## src/rtl/noc_inject_arbiter.sv

```systemverilog
// noc_inject_arbiter
// -----------------------------------------------------------------------------
// Shares one NoC injection channel between NumReq local requesters. Arbitration
// is round-robin and packet-locking: once a requester has presented a flit, it
// keeps the channel until the flit carrying req_last_i has been accepted. This
// means packets never interleave, and a stalled flit is never withdrawn.
//
// Optional feature: define NOC_INJECT_ARBITER_SPILL_EN to place a 2-entry
// spill register between the arbiter mux and the out_* ports. This adds one
// cycle of latency and breaks the out_ready_i -> req_ready_o path. Throughput
// stays at one flit per cycle.
//
// Ports:
//   clk_i, rst_i   clock, asynchronous active-high reset
//   req_valid_i    per-requester flit valid
//   req_ready_o    per-requester flit accepted
//   req_data_i     per-requester payload, requester k at [k*DataWidth +: DataWidth]
//   req_last_i     per-requester last-flit-of-packet marker
//   out_valid_o    injection flit valid
//   out_ready_i    injection channel ready
//   out_data_o     injected payload
//   out_last_o     injected last marker
//   out_idx_o      index of the requester owning the current flit
//   busy_o         high while a packet is in progress (LOCKED)
//   pkt_cnt_o      completed-packet counter, wraps at 2^32
// -----------------------------------------------------------------------------
module noc_inject_arbiter #(
    parameter int NumReq    = 4,
    parameter int DataWidth = 64,
    parameter int IdxWidth  = $clog2(NumReq)
) (
    input  logic                          clk_i,
    input  logic                          rst_i,
    input  logic [NumReq-1:0]             req_valid_i,
    output logic [NumReq-1:0]             req_ready_o,
    input  logic [NumReq*DataWidth-1:0]   req_data_i,
    input  logic [NumReq-1:0]             req_last_i,
    output logic                          out_valid_o,
    input  logic                          out_ready_i,
    output logic [DataWidth-1:0]          out_data_o,
    output logic                          out_last_o,
    output logic [IdxWidth-1:0]           out_idx_o,
    output logic                          busy_o,
    output logic [31:0]                   pkt_cnt_o
);

    typedef enum logic {IDLE, LOCKED} state_e;

    state_e                state_q;
    logic [IdxWidth-1:0]   rrPtr_q;
    logic [IdxWidth-1:0]   owner_q;
    logic [31:0]           pktCnt_q;

    logic                  found;
    logic [IdxWidth-1:0]   selIdle;
    logic [IdxWidth-1:0]   sel;
    logic                  grantEn;
    logic                  muxValid;
    logic [DataWidth-1:0]  muxData;
    logic                  muxLast;
    logic [IdxWidth-1:0]   muxIdx;
    logic                  inReady;
    logic                  fire;

    function automatic logic [IdxWidth-1:0] nextPtr(input logic [IdxWidth-1:0] p);
        return (int'(p) == NumReq - 1) ? '0 : p + 1'b1;
    endfunction

    // Round-robin search: first valid requester at or after rrPtr_q, wrapping.
    always_comb begin
        found   = 1'b0;
        selIdle = '0;
        for (int i = 0; i < NumReq; i++) begin
            int j;
            j = int'(rrPtr_q) + i;
            if (j >= NumReq) j = j - NumReq;
            if (!found && req_valid_i[j]) begin
                found   = 1'b1;
                selIdle = IdxWidth'(j);
            end
        end
    end

    // While LOCKED only the owner is muxed. Its valid may drop (bubble), but
    // the grant and its ready bit stay on the owner. Everything is forced to
    // zero while rst_i is high so outputs clear immediately on reset.
    always_comb begin
        sel      = (state_q == LOCKED) ? owner_q : selIdle;
        grantEn  = ((state_q == LOCKED) || found) && !rst_i;
        muxValid = grantEn && req_valid_i[sel];
        muxData  = muxValid ? req_data_i[int'(sel)*DataWidth +: DataWidth] : '0;
        muxLast  = muxValid && req_last_i[sel];
        muxIdx   = grantEn ? sel : '0;
    end

    assign fire        = muxValid && inReady;
    assign req_ready_o = grantEn ? (NumReq'(inReady) << sel) : '0;
    assign busy_o      = (state_q == LOCKED);
    assign pkt_cnt_o   = pktCnt_q;

    // Arbitration state. Any presented flit that does not complete a packet
    // (stalled, or accepted without last) freezes the grant on that requester.
    always_ff @(posedge clk_i or posedge rst_i) begin
        if (rst_i) begin
            state_q  <= IDLE;
            rrPtr_q  <= '0;
            owner_q  <= '0;
            pktCnt_q <= '0;
        end else begin
            case (state_q)
                IDLE: begin
                    if (found) begin
                        if (fire && req_last_i[selIdle]) begin
                            rrPtr_q  <= nextPtr(selIdle);
                            pktCnt_q <= pktCnt_q + 32'd1;
                        end else begin
                            state_q <= LOCKED;
                            owner_q <= selIdle;
                        end
                    end
                end
                LOCKED: begin
                    if (fire && req_last_i[owner_q]) begin
                        state_q  <= IDLE;
                        rrPtr_q  <= nextPtr(owner_q);
                        pktCnt_q <= pktCnt_q + 32'd1;
                    end
                end
                default: state_q <= IDLE;
            endcase
        end
    end

`ifdef NOC_INJECT_ARBITER_SPILL_EN
    localparam int SlotWidth = IdxWidth + 1 + DataWidth;

    logic [SlotWidth-1:0] slot_q [2];
    logic                 wrPtr_q;
    logic                 rdPtr_q;
    logic [1:0]           fill_q;
    logic                 pop;

    // Input-side ready depends only on registered fill level, so there is
    // no combinational path from out_ready_i to req_ready_o.
    assign inReady = (fill_q != 2'd2) && !rst_i;
    assign pop     = (fill_q != 2'd0) && out_ready_i;

    // Two-slot ring buffer; index, last and data travel together.
    always_ff @(posedge clk_i or posedge rst_i) begin
        if (rst_i) begin
            slot_q[0] <= '0;
            slot_q[1] <= '0;
            wrPtr_q   <= 1'b0;
            rdPtr_q   <= 1'b0;
            fill_q    <= 2'd0;
        end else begin
            if (fire) begin
                slot_q[wrPtr_q] <= {muxIdx, muxLast, muxData};
                wrPtr_q         <= ~wrPtr_q;
            end
            if (pop) rdPtr_q <= ~rdPtr_q;
            fill_q <= fill_q + 2'(fire) - 2'(pop);
        end
    end

    assign out_valid_o                          = (fill_q != 2'd0);
    assign {out_idx_o, out_last_o, out_data_o}  = slot_q[rdPtr_q];
`else
    assign inReady     = out_ready_i && !rst_i;
    assign out_valid_o = muxValid;
    assign out_data_o  = muxData;
    assign out_last_o  = muxLast;
    assign out_idx_o   = muxIdx;
`endif

endmodule
```

## config.mk

```make
export PLATFORM = sky130hd
export DESIGN_NAME = noc_inject_arbiter
export DESIGN_NICKNAME = d
export VERILOG_FILES = /design/src/rtl/noc_inject_arbiter.sv
export SDC_FILE = /design/constraint.sdc
export NUM_CORES = 1
export LEC_CHECK = 0
export CAP_MARGIN = 20
export CORE_AREA = 2 2 145 147
export CTS_CLUSTER_SIZE = 14
export DETAILED_ROUTE_END_ITERATION = 10
export DIE_AREA = 0 0 147 149
export GPL_ROUTABILITY_DRIVEN = 0
export GPL_TIMING_DRIVEN = 0
export PLACE_DENSITY_LB_ADDON = 0.08
export SLEW_MARGIN = 20
export SYNTH_ARGS = -nofsm -noshare
export SYNTH_HDL_FRONTEND = slang
export SYNTH_SLANG_ARGS = --single-unit
```

## constraint.sdc

```tcl
create_clock -name clk_i -period 10.7 [get_ports clk_i]
set_clock_uncertainty 0.15 [all_clocks]
set_input_delay 2.675 -clock clk_i [delete_from_list [all_inputs] [get_ports clk_i]]
set_output_delay 2.675 -clock clk_i [all_outputs]
set_load 0.02 [all_outputs]
```

---- Word level (Yosys, flattened, before mapping) ----
Index checks and enable logic that the tools add are counted.
storage, ports and cells
  bits in registers ....................... 37
  bits in latches ......................... 0
  RAM bits ................................ 0
  ROM bits ................................ 0
  bits of input ports ..................... 267
  word-level logic and storage cells ...... 101
  memories ................................ 0
cells by class
  add/subtract/negate cells ............... 10
  multiply operators ...................... 0
  div/mod/pow operators ................... 0
  $lt $le $gt $ge ......................... 11
  equal/unequal tests ..................... 5
  shift operators ......................... 2
  muxes and demuxes ....................... 50
  bitwise logic cells ..................... 2
  reduce and logical (&&, ||, !) cells .... 17
operators by type and width
  cell                   count
  $shiftx 256x9->64      1
  $mux 32                7
  $lt 32x4->1 const B    4
  $mux 64                1
  $pmux 32 s2            1
  $add 32x1->32 const B  1
  $mux 2                 11
  $mux 1                 19
  $bmux 1 s2             8
  $sub 3x3->4 const B    3
  $logic_and 1x1->1      10
  $ge 3x3->1 const B     3
  $lt 2x3->1 const B     3
  $add 2x2->3 const B    2
  $reduce_and 3->1       2
  $add 2x1->2 const B    2
  $eq 2x1->1 const B     2
  $logic_not 1->1        4
  $mux 4                 1
  $ne 2x2->1 const B     2
  $pmux 2 s2             1
  $shl 1x2->4            1
  $sub 2x3->4 const B    1
  $add 2x1->3 const B    1
  5 further kinds        6

---- Depth between registers and ports, before layout ----
Gate-level depths: netlist of run 1.
  depth in word-level cells ............... 24
  depth in mapped cells ................... 10

---- Least setup slack after synthesis of run 1 ----
OpenSTA, ideal clock, no wires.
  path type ............................... input to output
  from .................................... in req_valid_i[0]
  to ...................................... out out_last_o
  arrival ................................. 4.524 ns
  required time ........................... 7.875 ns
  slack ................................... 3.351 ns
  stages on the path ...................... 8
  path through ............................ a21o_1 -> a21oi_1 -> o221ai_2 -> or3_1 -> nand4_1 -> and2_1 -> clkbuf_1 -> nor2b_1
on the way
  cells in the longest elaborated chain, start to end .. 18
  elaborated cells on any way between the ends .. 35
ends and longest elaborated chain
  item                                       RTL line  RTL
  start, declared                            34        input logic [NumReq-1:0] req_valid_i,
  $bmux 1 s2                                 77        if (!found && req_valid_i[j]) begin
  $mux 1 (not written as such) (2 in a row)  77
  $mux 1                                     77
  $logic_not 1->1                            77
  $logic_and 1x1->1                          77
  $mux 1                                     77
  $logic_not 1->1                            77
  $logic_and 1x1->1                          77
  (+2 left out)                              -
  $logic_and 1x1->1                          77
  $mux 2                                     77
  $mux 2                                     88        sel = (state_q == LOCKED) ? owner_q : selIdle;
  $bmux 1 s2                                 90        muxValid = grantEn && req_valid_i[sel];
  $mux 1 (not written as such)               90
  $logic_and 1x1->1 (*)                      90
  named net out_valid_o                      38        output logic out_valid_o,
  $logic_and 1x1->1 (*)                      92        muxLast = muxValid && req_last_i[sel];
  end, declared                              41        output logic out_last_o,
Mark *: on every way through the listed nets, which the timed path passes. The rest lies on a longest branch. The select of a mux whose other input is x is not followed.

---- Worst setup path after layout of run 1 ----
  from .................................... in req_valid_i[0]
  to ...................................... out out_data_o[26]
on the way
  cells in the longest elaborated chain, start to end .. 18
  elaborated cells on any way between the ends .. 34
ends and longest elaborated chain
  item                                                                 RTL line  RTL
  parallel branches: the longest is 17 deep, another holds $bmux 1 s2  -
  $mux 64 (*)                                                          91        muxData = muxValid ? req_data_i[int'(sel)*DataWidth +: DataWidth] : '0;
  end, declared                                                        40        output logic [DataWidth-1:0] out_data_o,
Mark *: on every way between the ends. The select of a mux whose other input is x is not followed.

==> impl_metrics.py, run 1 <==
metrics = {
    "status": {
        "outcome": "completed",
    },
    "clocking": {
        "path_clk_slew_ns": 0.05,
        "insertion_delay_ns": 0.28,
        "cts.path.max_buffers": 2,
        "cts_tree": "built",
        "post_cts_buffers": 0,
        "clock_sinks": 37,
        "cts_max_level": 2,
        "root_buffer": "clkbuf_16",
        "cts-resized-gates": 0,
        "cts_made_buffers": 5,
        "cts_hold_buffers": 0,
    },
    "synthesis": {
        "yosys.cell_types.count": 49,
        "syn_avg_cell_area_sq_um": 6.449,
        "syn_inst": 713,
        "ys_seq_area_share_pct": 20.14,
        "syn_nets": 982,
        "netlist_area_sq_um": 4598,
        "synth_ff_type": "dfrtp_1",
        "synth_edf_count": 0,
        "ys_seq_elements": 37,
        "async_reset_ff_share_pct": 100.0,
        "yosysWarningCount": 0,
    },
    "place": {
        "dp.final_hpwl_mm": 21.21,
        "port_buffers": 371,
    },
    "hold_path": {
        "hold_class": "register to register",
        "hold_start": "pkt_cnt_o[31]$_DFFE_PP0P_",
    },
    "route": {
        "dr.pass1.iters": 4,
        "drc": 0,
        "wirelength_mm": 25.83,
        "dr_wl_met2_mm": 13.35,
        "vias_per_cell": 4.646,
        "wl_met1_mm": 10.40,
        "routed.top_layer": "met4",
        "dr_total_vias": 6370,
        "drtIter0Drc": 204,
        "dr_wl_met3_mm": 1.595,
        "antenna_left": 0,
        "avgRoutedWirePerCell_um": 18.84,
    },
    "die": {
        "core.rowCount": 53,
        "coreArea_sq_um": 20560,
        "initial_core_util_pct": 22.37,
        "pin_count": 372,
        "die_h_um": 149,
        "die_w_um": 147,
        "dieArea_sq_um": 21900,
    },
    "pwr": {
        "report.power.total_mw": 1.757,
        "peakVddDrop_mv": 0.07760,
        "p_per_area_nw_per_um2": 199.0,
        "p_leak_nw": 3.806,
    },
    "sta": {
        "min_period_ns": 9.117,
        "drv_slew": 0,
        "max_slew_margin_pct": 59.96,
        "finalCritPeriodShare_pct": 85.21,
        "grt_setup_unrepaired": "false",
        "hold_viol": 0,
        "finalSetupTns_ns": 0,
        "setup_viol": 0,
        "fmax_mhz": 109.7,
        "tightestPinTransition_ns": 0.6006,
        "hold-worst-slack_ns": 0.3232,
    },
    "worst_setup_path": {
        "crit_required_ns": 7.88,
        "r2r-start": "rrPtr_q[1]$_DFFE_PP0P_",
        "endpoint_kind": "output port",
        "crit_arrival_ns": 6.29,
        "critPathLaunchType": "primary input",
        "path_max_fanout": 10,
        "crit_start": "req_valid_i[0]",
        "crit_type": "primary input to output port",
    },
    "layout": {
        "regArea_sq_um": 925.9,
        "multi_input_area_sq_um": 3400,
        "final_util_pct": 42.95,
        "fillCellCount": 2230,
        "drive_gt1_share_pct": 4.117,
        "syn_to_final_growth_pct": 92.03,
        "nets": 1361,
    },
    "job": {
        "drv_cap": 0,
    },
    "grt": {
        "grt_first_pass_wirelength_mm": 37.69,
        "antenna_found_initial": 3,
        "grt_pass1_vias": 6304,
        "grtUsageTotal_pct": 22.44,
        "grt_max_degree": 23,
        "gr-total-overflow": 0,
    },
}
==> cell usage in the layout, fill, tap and decap left out, types with 2 or more instances in the layout <==
cell / instances
diode_2: 3
buf_2: 5
nand3b_1: 64
xnor2_1: 3
nor2b_1: 4
and4_1: 2
buf_1: 7
nor4_2: 16
ha_1: 2
o21a_1: 2
a21oi_1: 2
clkdlybuf4s50_1: 371
nand3_1: 77
buf_6: 2
clkbuf_16: 5
inv_1: 5
xor2_1: 29
mux2i_1: 2
nand2_1: 277
mux2_1: 4
o21ai_0: 2
nand2b_1: 2
nor2_1: 11
and3_1: 70
dfrtp_1: 37
nor4b_2: 5
nand4_1: 4
clkinv_2: 2
clkbuf_1: 46
nor3_1: 10
==> critical path, stage by stage <==
cell and delay, ns:
clkdlybuf4s50_1 0.51, nor2b_1 0.18, o21bai_1 0.26, o221ai_2 0.30, or3_1 0.41, nand4_1 0.09, and2_1 0.18, clkbuf_1 0.38
clkbuf_1 0.37, and3_1 0.29, clkdlybuf4s50_1 0.63
==> report_power, final <==
part | total, mW | internal, mW | switching (mW)
logic | 1.44 | 0.595 | 0.840
clock network | 0.139 | 0.0854 | 0.0539
registers | 0.182 | 0.157 | 0.0253
==> stage by stage <==
stage                     std cells  worst slack, ns  cell area [sq um]
after floorplan                 713            3.351               4598
after global placement         1359            1.491               8656
after detailed placement       1360            1.503               8683
after CTS                      1368            1.471               8822
after global routing           1371            1.328               8830
final                          1371            1.583               8830
==> logic make-up after synthesis <==
family	after synthesis	share of synthesized area [%]
XOR/XNOR	32	6.095
adder cells (fa/ha/maj)	2	0.5441
AND/OR/NAND/NOR	548	61.55
AO/OA/AOI/OAI	20	3.592
buffers and inverters	66	5.932
flip-flops	37	20.14
multiplexers	8	2.150
==> final cells by class <==
class,count,area share [%]
multi-input cells,610,38.50
plain buffers,60,2.834
repair buffers,372,42.37
clock inverters,2,0.1134
well taps,275,3.897
inverters,6,0.2551
clock buffers,6,1.460
flip-flops and latches,37,10.49
diodes,3,0.08502
==> per-layer routing <==
layer | vias up | GRT usage [%]
met5 | - | 0
met4 | 0 | 4.615
met3 | 30 | 5.199
met2 | 231 | 41.10
met1 | 2927 | 26.91
li1 | 3182 | -
==> final timing paths <==
kind,to,slack (ns),depth (start not counted)
max in group asynchronous,pkt_cnt_o[28]$_DFFE_PP0P_,7.32,3
setup / recovery,out_data_o[26],1.58,11
hold / removal,pkt_cnt_o[31]$_DFFE_PP0P_,0.32,1
setup reg to reg,rrPtr_q[1]$_DFFE_PP0P_,7.74,9
hold reg to reg,pkt_cnt_o[31]$_DFFE_PP0P_,0.32,1
min in group asynchronous,busy_o$_DFF_PP0_,2.64,2
==> synth_stat cells (2+ instances only) <==
library cell	count	area share, %
nand2_1	277	23
nand3_1	77	8.4
and3_1	70	9.5
nand3b_1	64	10
clkbuf_1	45	3.7
dfrtp_1	37	20
xor2_1	29	5.5
nor4_2	16	4.4
nor2_1	11	0.90
nor3_1	10	1.1
buf_1	7	0.57
inv_1	6	0.49
buf_2	5	0.54
nor4b_2	5	1.6
mux2_1	4	0.98
nand4_1	4	0.54
nor2b_1	4	0.54
xnor2_1	3	0.57
a21oi_1	2	0.22
and4_1	2	0.38
buf_6	2	0.49
ha_1	2	0.54
mux2i_1	2	0.44
nand2b_1	2	0.27
o21a_1	2	0.33
o21ai_0	2	0.22
==> state kept, by name, summed over array words and instances, names as in the netlist <==
| name | count |
|---|---|
| rrPtr_q | 2 |
| owner_q | 2 |
| busy_o | 1 |
| pkt_cnt_o | 32 |
Note: power is estimated with default switching activity, not from simulation.
==> inputs of run 2 (changes only) <==
--- a/config.mk
+++ b/config.mk
@@ -12,8 +12,7 @@
 export DIE_AREA = 0 0 147 149
 export GPL_ROUTABILITY_DRIVEN = 0
 export GPL_TIMING_DRIVEN = 0
-export PLACE_DENSITY_LB_ADDON = 0.08
-export SLEW_MARGIN = 20
+export SLEW_MARGIN = 5
 export SYNTH_ARGS = -nofsm -noshare
 export SYNTH_HDL_FRONTEND = slang
 export SYNTH_SLANG_ARGS = --single-unit
==> impl_metrics.py, run 2 (same netlist as run 1, synthesis figures left out) <==
metrics = {
    "status": {
        "outcome": "completed",
    },
    "layout": {
        "layout_commonest_cell": "clkdlybuf4s50_1",
        "layout_common_cells": "371 x clkdlybuf4s50_1, 277 x nand2_1, 77 x nand3_1",
        "design_area_sq_um": 8803,
        "largest_reg_flops": 32,
        "finalNonFillerCells": 1369,
        "nets": 1360,
        "drive_gt1_share_pct": 4.121,
        "syn_to_final_growth_pct": 91.46,
    },
    "grt": {
        "grt_first_pass_wirelength_mm": 37.21,
        "antenna_found_initial": 3,
        "grt_pass1_vias": 6265,
        "gr-total-overflow": 0,
        "grtUsageTotal_pct": 22.04,
        "grt_max_degree": 38,
    },
    "pwr": {
        "p_per_area_nw_per_um2": 202.5,
        "p_leak_nw": 3.792,
        "peakVddDrop_mv": 0.08974,
    },
    "place": {
        "dpl.cell_count": 1359,
        "port_buffers": 371,
        "place_area_sq_um": 8656,
        "dp.final_hpwl_mm": 21.10,
    },
    "clocking": {
        "cts.path.max_buffers": 2,
        "root_buffer": "clkbuf_16",
        "post_cts_buffers": 0,
        "path_clk_slew_ns": 0.06,
        "clock_sinks": 37,
        "cts_tree": "built",
        "insertion_delay_ns": 0.28,
        "cts_max_level": 2,
        "cts_hold_buffers": 0,
        "cts-resized-gates": 0,
        "cts_made_buffers": 5,
    },
    "route": {
        "dr.pass1.iters": 4,
        "wirelength_mm": 25.71,
        "antenna_left": 0,
        "dr_total_vias": 6429,
        "drc": 0,
        "vias_per_cell": 4.696,
        "avgRoutedWirePerCell_um": 18.78,
        "drtIter0Drc": 236,
    },
    "worst_setup_path": {
        "slowest_delay_ns": 0.75,
        "endpoint_kind": "output port",
        "crit_chain": "clkdlybuf4s50_1, mux2i_1, o22ai_2, o31a_1, clkbuf_1, clkbuf_1, clkbuf_1, nand2_1, nand3_1, and3_1, clkdlybuf4s50_1",
        "ff2ff_path_depth": 8,
        "crit_arrival_ns": 6.53,
        "path_common_cell": "clkbuf_1",
        "crit_required_ns": 7.88,
        "critPathLaunchType": "primary input",
        "crit_type": "primary input to output port",
        "path_max_fanout": 10,
        "slowest_stage": "clkbuf_1",
    },
    "sta": {
        "hold_viol": 0,
        "grt_setup_unrepaired": "false",
        "min_period_ns": 9.354,
        "tightestPinTransition_ns": 0.9112,
        "fmax_mhz": 106.9,
        "drv_slew": 0,
        "finalCritPeriodShare_pct": 87.42,
        "finalSetupTns_ns": 0,
        "setup_viol": 0,
        "max_slew_margin_pct": 39.25,
    },
    "die": {
        "die_w_um": 147,
        "pin_count": 372,
        "core.rowCount": 53,
        "dieArea_sq_um": 21900,
        "die_h_um": 149,
        "coreArea_sq_um": 20560,
        "initial_core_util_pct": 22.37,
    },
    "hold_path": {
        "hold_class": "register to register",
        "hold_path_depth": 1,
    },
    "job": {
        "drv_cap": 0,
    },
}
==> run 2: worst max-delay path: cells and delay by family <==
kind | cells | cell delay [ns]
multiplexers | 1 | 0.12
AO/OA/AOI/OAI | 2 | 0.40
buffers and inverters | 5 | 2.78
AND/OR/NAND/NOR | 3 | 0.54
==> run 2: cell type report <==
cell class,instances,area (sq um)
fill,2189,11750
timing repair buffer,371,3714
multi-input combinational,610,3400
sequential,37,925.9
tap,275,344.1
buffer,60,250.2
clock buffer,5,125.1
inverter,6,22.52
clock inverter,3,17.52
antenna,2,5.005
==> run 2: per-layer routing <==
| layer | GRT usage (%) | wire (um) | share of wire (%) | vias to the layer above |
|---|---|---|---|---|
| li1 | - | - | - | 3182 |
| met1 | 26.81 | 10440 | 41 | 2963 |
| met2 | 40.52 | 13300 | 52 | 257 |
| met3 | 4.404 | 1562 | 6.1 | 25 |
| met4 | 4.375 | 389 | 1.5 | 2 |
| met5 | 0 | 13 | 0.051 | - |
==> run 2: worst paths after layout <==
kind,startpoint,end,slack [ns]
worst min register to register,pkt_cnt_o[31]$_DFFE_PP0P_,pkt_cnt_o[31]$_DFFE_PP0P_,0.32
max in group asynchronous,rst_i,pkt_cnt_o[28]$_DFFE_PP0P_,7.10
worst max-delay path,req_valid_i[0],out_data_o[4],1.35
worst max register to register,rrPtr_q[1]$_DFFE_PP0P_,rrPtr_q[0]$_DFFE_PP0P_,7.81
min in group asynchronous,rst_i,pkt_cnt_o[12]$_DFFE_PP0P_,2.79
worst min-delay path,pkt_cnt_o[31]$_DFFE_PP0P_,pkt_cnt_o[31]$_DFFE_PP0P_,0.32
==> run 2: where the power goes <==
part,leakage [nW],switching (mW),internal (mW)
logic,3.23,0.863,0.595
registers,0.488,0.0239,0.157
clock network,0.0696,0.0592,0.0854
total,3.79,0.946,0.837
==> run 2: through the flow <==
step | utilization [%] | hold slack [ns] | worst slack [ns] | power, mW
global route | 42.82 | 0.3325 | 1.077 | 1.928
floorplan | - | 0.3629 | 3.351 | 1.015
detailed placement | 42.11 | 0.3124 | 1.305 | 1.646
finish | 42.82 | 0.3202 | 1.346 | 1.783
global placement | 42.11 | 0.3141 | 1.282 | 1.650
CTS | 42.80 | 0.3201 | 1.289 | 1.799
